===== config.mk =====
export PLATFORM = sky130hd
export DESIGN_NAME = lfsr_gen
export DESIGN_NICKNAME = d
export VERILOG_FILES = /design/src/rtl/lfsr_gen.sv
export SDC_FILE = /design/constraint.sdc
export NUM_CORES = 1
export LEC_CHECK = 0
export CORE_MARGIN = 1.5
export CORE_UTILIZATION = 30
export CTS_CLUSTER_SIZE = 28
export DETAILED_ROUTE_END_ITERATION = 10
export GPL_TIMING_DRIVEN = 0
export PLACE_DENSITY = 0.55
export SLEW_MARGIN = 25
export SYNTH_ARGS = -nofsm -noshare
export SYNTH_HDL_FRONTEND = slang
export SYNTH_HIERARCHICAL = 1
export SYNTH_SLANG_ARGS = --single-unit

===== constraint.sdc =====
create_clock -name clk -period 1.4 [get_ports clk]
set_input_delay 0.21 -clock clk [delete_from_list [all_inputs] [get_ports clk]]
set_output_delay 0.21 -clock clk [all_outputs]
set_load 0.05 [all_outputs]

===== src/rtl/lfsr_gen.sv =====
// Parametrised Fibonacci LFSR for the DDS modulation path: multi-shift advance,
// run-time seed load with all-zero lock-up protection and a sequence-wrap pulse.

module lfsr_step #(
   parameter int               WIDTH = 5,
   parameter logic [WIDTH-1:0] TAPS  = 5'h05
) (
   input  logic [WIDTH-1:0] s_in,
   output logic [WIDTH-1:0] s_out
);
   // Feedback enters the MSB, the rest shifts toward bit 0.
   assign s_out = {^(s_in & TAPS), s_in[WIDTH-1:1]};
endmodule

module lfsr_gen #(
   parameter int               WIDTH = 5,
   parameter logic [WIDTH-1:0] TAPS  = 5'h05,
   parameter logic [WIDTH-1:0] SEED  = 5'h01,
   parameter int               STEPS = 1
) (
   input  logic             clk,
   input  logic             reset,
   input  logic             en,
   input  logic             load,
   input  logic [WIDTH-1:0] load_val,
   output logic [WIDTH-1:0] state,
   output logic             rnd_bit,
   output logic             wrap,
   output logic             lockup_err
);

   generate
      if (WIDTH < 3 || WIDTH > 32) begin : g_bad_width
         $error("lfsr_gen: WIDTH must be in 3..32");
      end
      if (TAPS == '0) begin : g_bad_taps
         $error("lfsr_gen: TAPS must be nonzero");
      end
      if (SEED == '0) begin : g_bad_seed
         $error("lfsr_gen: SEED must be nonzero");
      end
      if (STEPS < 1 || STEPS > WIDTH) begin : g_bad_steps
         $error("lfsr_gen: STEPS must be in 1..WIDTH");
      end
   endgenerate

   logic [WIDTH-1:0]            start_reg;
   logic [STEPS:0][WIDTH-1:0]   chain;
   logic [WIDTH-1:0]            nxt;

   // Unrolled chain: STEPS single shifts resolved in one cycle.
   assign chain[0] = state;
   for (genvar i = 0; i < STEPS; i++) begin : g_step
      lfsr_step #(.WIDTH(WIDTH), .TAPS(TAPS)) u_step (
         .s_in  (chain[i]),
         .s_out (chain[i+1])
      );
   end
   assign nxt = chain[STEPS];

   always_ff @(posedge clk or negedge reset) begin
      if (!reset) begin
         state      <= SEED;
         start_reg  <= SEED;
         wrap       <= 1'b0;
         lockup_err <= 1'b0;
      end else if (load) begin
         // An all-zero load would freeze the register, so fall back to SEED.
         if (load_val != '0) begin
            state     <= load_val;
            start_reg <= load_val;
         end else begin
            state      <= SEED;
            start_reg  <= SEED;
            lockup_err <= 1'b1;
         end
         wrap <= 1'b0;
      end else if (en) begin
         state <= nxt;
         wrap  <= (nxt == start_reg);
      end else begin
         wrap <= 1'b0;
      end
   end

   assign rnd_bit = state[0];

endmodule


Yosys cells after proc, flatten, opt, wreduce, memory -nomap -nowiden
Index checks and enable logic that the tools add are counted. W data, S select, Z words.

Bits in registers: 12. Bits of input ports: 9. Output and inout port bits: 8.

Eq/ne operators: 1. Muxes and demuxes: 5. Bitwise gates (word level): 1. Reductions and logical operators: 4.

Operators by type and width (count): $mux W5 (3); $eq A5 B5 Y1 (1); $reduce_bool A5 Y1 (1); $reduce_xor A5 Y1 (1); $mux W1 (2); $reduce_and A2 Y1 (1); $reduce_bool A2 Y1 (1); $not A1 Y1 (1).

Depth between registers and ports, before layout
Gate-level depths: netlist of the first run.

Depth after elaboration: 4. Gate-level depth with buffers: 4. Gate-level depth less buffers: 4.

Modules after synthesis
Netlist of the first run, hierarchy kept.

Modules (own cells, without submodules): lfsr_gen (times used 1, cells each 51, area each 571.8 µm², seq. area each 302.8 µm²); lfsr_step (times used 1, cells each 5, area each 38.8 µm², seq. area each 0.0 µm²).

Worst setup path after synthesis of the first run
Ideal clock, no wire load.

Kind: reg2reg. Start point: reg state[0]. End point: reg wrap. Setup time: 0.095 ns. Arrival: 1.360 ns. Path slack: -0.055 ns. Cell stages (with the launch flop): 5. Cells stage by stage: dfstp_2 xor2_1 xnor2_1 nand4_1 nor4b_2.

Longest elaborated chain between the ends: 4.

Ends and longest elaborated chain: start: declaration (RTL line 26) `output logic [WIDTH-1:0] state,`; start signal: assignment (RTL line 70) `state <= load_val;`; start signal: assignment (RTL line 79) `state <= nxt;`; $reduce_xor A5 Y1 (RTL line 12) `assign s_out = {^(s_in & TAPS), s_in[WIDTH-1:1]};`; named net nxt[4] (RTL line 49) `logic [WIDTH-1:0] nxt;`; $eq A5 B5 Y1 (RTL line 80) `wrap <= (nxt == start_reg);`; $mux W1 (RTL line 78) `end else if (en) begin`; $mux W1 (RTL line 67) `end else if (load) begin`; end signal: assignment (RTL line 80); end: declaration (RTL line 28) `output logic wrap,`.

The timed path passes the listed nets, and every way through them passes these cells. A chain may end at the register's enable or synchronous reset.

Worst setup path after layout of the first run
Start point: reg state[0]. End point: out state[0].

No word-level cell between the ends.

==> results of run 1 <==
cell type report:
class                           instances  area, sq um  share of cell area [%]
Tap cell                               27         33.8                    4.00
Buffer                                  7         52.6                    6.22
Inverter                                5         18.8                    2.22
Timing Repair Buffer                   15          143                    16.9
Clock buffer                            4         26.3                    3.11
Multi-Input combinational cell         32          263                    31.1
Sequential cell                        12          308                    36.4
power by group through the flow:
stage,Combinational (mW),Clock [mW],Sequential (mW)
global placement,0.311,0,0.426
detailed placement,0.312,0,0.426
global route,0.336,0.258,0.432
finish,0.311,0.233,0.425
CTS,0.302,0.239,0.421
floorplan,0.126,0,0.505
cell usage after synthesis:
| library cell | number |
|---|---|
| xnor2_1 | 4 |
| mux2i_1 | 4 |
| a211oi_1 | 1 |
| nor4_4 | 1 |
| nor2b_1 | 1 |
| nand4_1 | 1 |
| dfrtp_1 | 10 |
| o21ai_0 | 8 |
| nor3b_2 | 1 |
| a31o_2 | 1 |
| inv_1 | 5 |
| nor4b_2 | 1 |
| nand2_1 | 4 |
| buf_4 | 7 |
| nor2_1 | 3 |
| dfstp_2 | 2 |
| xor2_1 | 2 |
logic make-up (layout without fill, tap and decap cells):
group           after synthesis  in the layout
compound gates               10             10
xor+xnor                      6              6
buf+inv                      12             31
flops                        12             12
mux                           4              4
simple gates                 12             12
worst reg2reg max path: cells and delay by family, from the launching register on:
family                    cells  cell delay [ns]
xor gates and xnor gates      2             0.31
DFF                           1             0.66
and+or+nand+nor               2             0.31
metal layers:
layer / vias to the layer above / GRT usage, % / wire (um)
li1: 219 / - / -
met1: 207 / 17.3 / 507
met2: 18 / 17.1 / 554
met3: 4 / 2.22 / 67
met4: 0 / 9.73 / 21
met5: - / 0 / 0
repair_timing:
action / 4_1_cts / 5_1_grt
setup buffers: 0 / 0
resized for setup: 21 / 7
setup endpoints to repair: 8 / 6
how the worst max path moves through the flow:
stage / from / slack, ns / endpoint / depth (start not counted)
after CTS: state[0] / 0.002 / wrap / 4
after global placement: state[0] / -0.31 / state[0] / 2
after floorplan: state[0] / 0.01 / wrap / 4
final: state[0] / -0.002 / state[0] / 2
after detailed placement: state[0] / -0.32 / state[0] / 2
after global routing: state[0] / -0.07 / wrap / 4
through the flow:
stage | total power, mW | instance area (sq um) | worst slack [ns] | hold WS (ns) | TNS, ns
finish | 0.969 | 845 | -0.00226 | 0.278 | -0.00226
global route | 1.03 | 845 | -0.0711 | 0.273 | -0.100
CTS | 0.961 | 830 | 0.00219 | 0.271 | 0
detailed placement | 0.739 | 807 | -0.320 | 0.457 | -0.574
global placement | 0.737 | 807 | -0.314 | 0.460 | -0.573
floorplan | 0.631 | 623 | 0.0132 | -0.0856 | 0
==> results by group, run 1 <==
Run status
  • Status: finished, violations left
  • Failing checks: negative setup slack

Place
  • Final Wtd Congestion: ~0.68
  • # port buffers: 15
  • Inst Count DP: approximately 100
  • Detailed Place HPWL: ~850 um

Clocking
  • Clock root buffer: clkbuf_4
  • CTS tree: yes
  • Reg clk slew, reported paths: around 0.08 ns
  • Hold buffers post-CTS: 0
  • CTS buffer count: 3
  • Clock buffer depth: 2
  • Number of clock sinks: 12
  • Clock Latency Late Sink: between 0.2 and 0.3 ns
  • H-tree levels: 1

Worst setup path
  • Worst R2R Path Depth: 4
  • CP Class: reg2out
  • CP max-delay cell: dfstp_4
  • CP max stage delay: roughly 0.66 ns
  • RR Startpoint: state[0]
  • Family with the most delay on the worst path: flip-flops
  • Reg2reg end: wrap
  • Worst path cell trace: buf_4, buf_8
  • Worst EP arrival: roughly 1.2 ns
  • CP required: around 1.2 ns
  • Reg2reg setup slack: about 0.02 ns
  • CP Launch Type: flop
  • Crit end category: output port
  • CP bufs+invs: 2
  • CP Max Fanout: 4

Synth
  • Syn Area/Cell: 10.9 sq um
  • Area fraction of the dominant cell type after synthesis: 41.0%
  • Yosys warnings: 6
  • Sequential share of the synthesized area: between 40% and 50%
  • Adder-cell share of the synthesized area: 0%
  • Synth Area in Compound Gates: 9.22%
  • Synth Area in Simple Gates: around 14%
  • Synth area leader: dfrtp_1
  • Cells after synthesis: 56
  • Main combinational cell family by area after synthesis: simple AND/OR/NAND/NOR gates
  • Syn nets: 65
  • Distinct cells, synth: 17
  • Mapped cell area: roughly 610 sq um
  • Yosys reg bits: 12
  • Synth Area in XOR/XNOR: about 8.6%
  • Top post-synthesis cells by area: dfrtp_1 41%, buf_4 8.6%, dfstp_2 8.6%
  • Mux contribution to synthesized area: approximately 6.6%

Power and ir drop
  • Sw Ratio: between 30% and 40%
  • VDD IR max: 0.597 mV
  • Leakage: between 0.3 and 0.4 nW
  • Cell Pwr Density: 1150 nW/um^2
  • Flop pwr share: a little over two fifths
  • Cell internal pwr: roughly 630 uW
  • Switching power: 335 uW
  • Comb pwr share: 32.1%
  • Power share of the clock group: about a quarter

Routing
  • DR DRC count: 0
  • Initial DRT Pass Iterations: 4
  • Routed vias/inst: around 4.4
  • Avg WL per Cell: between 10 and 15 um
  • DRT iter0 DRCs: 13
  • DRT antenna net count: 0
  • Vias after detailed routing: 448
  • Total Routed Length: approximately 1200 um

Global route
  • Tot GR Track Use: approximately an eighth
  • Initial antenna violation count: 0
  • Largest net degree at the start of global routing: 13
  • Vias in the first global route: 405
  • Grt total ovfl: 0
  • First-pass GRT wire length: roughly 1800 um

Cells and area
  • FILL cells: about 200
  • Most frequent cells in the layout: 9 x dfrtp_1, 8 x buf_4, 8 x o21ai_0, 7 x clkdlybuf4s50_1, 5 x inv_1
  • Nets@finish: 85
  • Layout cells sized above 1: 32.0%
  • Most common cell after layout, fill and taps aside: dfrtp_1
  • Final design utilization: a little over two fifths
  • Layout Area Growth over Synthesis: 38.3%
  • Non-Filler Instances: 102
  • Diode count: 0

STA
  • Final Hold Fails: 0
  • Fmax: around 0.7 GHz
  • Part of the cycle the worst path needs: 100%
  • Final setup margin: -0.00226 ns
  • Final setup fails: 1
  • Worst-Margin Slew: ~0.55 ns
  • Max_slew headroom: 63.5%
  • RSZ-0062 raised after global routing: true
  • Fin crit period: roughly 1.4 ns
  • Fin Clk Skew: ~0.0085 ns
  • Final Slew Violations: 0

Run
  • # Max-Cap Violations: 0

Min path
  • Worst min path class: in2async

Die
  • Cell Rows: 16
  • Die area: 2320 sq um
  • Initial core utilization: a little under a third
  • Die Wd: around 48 um
  • Die Ht: roughly 48 um
  • I/O pin cnt: 17
  • Core box area: ~1900 sq um
Power figures use the tool's default switching activity.
==> inputs of run 2 (changes only) <==
Settings changed: SLEW_MARGIN 25 to 40.
==> results of run 2 <==
Same layout as run 1: the final DEF is identical, and so are final timing and power.
==> patch (flow settings as in run 2) <==
`WIDTH` is set to 5 in 2 places; all go to 10.
--- a/src/rtl/lfsr_gen.sv
+++ b/src/rtl/lfsr_gen.sv
@@ -4,3 +4,3 @@
 module lfsr_step #(
-   parameter int               WIDTH = 5,
+   parameter int               WIDTH = 10,
    parameter logic [WIDTH-1:0] TAPS  = 5'h05
@@ -15,3 +15,3 @@
 module lfsr_gen #(
-   parameter int               WIDTH = 5,
+   parameter int               WIDTH = 10,
    parameter logic [WIDTH-1:0] TAPS  = 5'h05,
Ports: changed (resized load_val and state); port bits go from 17 to 27. The function was not compared with the original's and may differ.
==> patch against run 2 <==
  * Sequential power increased by 75%
  * Critical endpoint is now state[6]
  * Global-route usage increased by 0.36 points
  * Area after synthesis increased by 81%
  * Fmax increased by 3.2%
  * First-iteration DRC count increased by 92%
  * Total power increased by 72%
  * Setup slack improved by 0.044 ns
  * Final cell count increased by 81%
  * Combinational power increased by 50%
  * Sequential cell count increased by 10
  * Final area increased by 71%
  * Non-clock buffer count increased by 19
  * Core utilization decreased by 1.4 points
  * Wire length increased by 110%
==> patch: results (changes against run 2) <==
metric,value,unit,change
num-multi-input-gates,64,,+100%
dp_hpwl,1.82,mm,+120%
fin_nets,154,,+81%
grt_pass1_wl,4.06,mm,+120%
ys_top_cells_by_area,"dfrtp_1 45%, xnor2_1 7.9%, mux2i_1 7.3%",,
synth-compound-area-share,8.84,%,-0.38 points
clockPowerShare,27.3,%,+3.2 points
die_w,63.7,µm,+32%
clk_share,3.80,%,+0.69 points
ctsHoldBuffers,1,,+1
inv_count,8,,+3
ys_seq_area_share,50.1,%,+0.52 points
regArea,553,µm²,+80%
buffer_area_share,23.0,%,-0.12 points
swShare,31.3,%,-3.3 points
n_all_buffers,41,,+86%
grt_max_degree,23,,+10
via_per_inst,4.47,,+1.8%
syn-num-nets,122,,+88%
grt_usage,12.9,%,+0.36 points
cpPeakStageDelay,0.51,ns,-0.15 ns
cts_resized,24,,+14%
numPortBuffers,26,,+11
tightest_slew,0.501,ns,-0.0450 ns
crit_slowest_cell,clkdlybuf4s15_1,,
p_comb_share,28.0,%,-4.1 points
clkLatencyLatePin,0.26,ns,-0.02 ns
crit_family,buffers and inverters,,
grt_pass1_vias,854,,+110%
root_buffer,clkbuf_8,,
globalplace.congestion,0.738,,+8.8%
synth_xor_area_share,8.73,%,+0.12 points
antenna_cells,0,,unchanged
setup_viol_count_final,0,,-1
dp_cells,180,,+84%
fillers,342,,+66%
outcome,"finished, final reports clean",,
synthTopCellsByCount,"20 x dfrtp_1, 14 x o21ai_0, 10 x buf_4, 10 x nand2_1, 10 x xnor2_1",,
place_area,1420,µm²,+76%
path_max_fanout,3,,-1
synthMuxAreaShare,9.30,%,+2.7 points
wl,2.39,mm,+110%
clock_sinks,22,,+10
hold_class,primary input to asynchronous set/reset pin,,
yosys.cell_types.count,23,,+6
seq_share,38.2,%,+1.8 points
post-place-ws,-0.250,ns,+0.0696 ns
syn_inst,108,,+93%
leakage,0.670,nW,+79%
final_cells,185,,+81%
drtIter0Drc,25,,+12
multiInputGateArea,419,µm²,+60%
p_clk,0.455,mW,+95%
drive_gt1_share,23.0,%,-9.0 points
peakVddDrop,0.869,mV,+46%
[patch: changes by cell type in the layout (fill, tap and decap cells not counted), moves of 5 or more]
cell	run 2	this run
dfrtp_1	9	20
xnor2_1	3	10
nand2_1	4	10
o21ai_0	8	14
buf_2	0	5
clkdlybuf4s50_1	7	12
[patch: per-layer routing]
| metal | track usage (%) | part of all wire [%] | up-vias |
|---|---|---|---|
| met4 | 1.63 | 0 | 0 |
| li1 | - | - | 407 |
| met3 | 3.21 | 3.7 | 0 |
| met2 | 20.5 | 48 | 18 |
| met1 | 18.1 | 48 | 402 |
| met5 | 0 | 0 | - |
[patch: worst paths after layout]
path	cells after the start	slack, ns	to	start
worst max register to register	4	0.10	wrap	state[0]
min in group clk	1	0.46	lockup_err	lockup_err
worst min-delay path	2	0.44	start_reg[8]	reset
max in group asynchronous	2	0.61	start_reg[0]	reset
worst max-delay path	1	0.04	state[6]	state[6]
worst min register to register	1	0.46	lockup_err	lockup_err
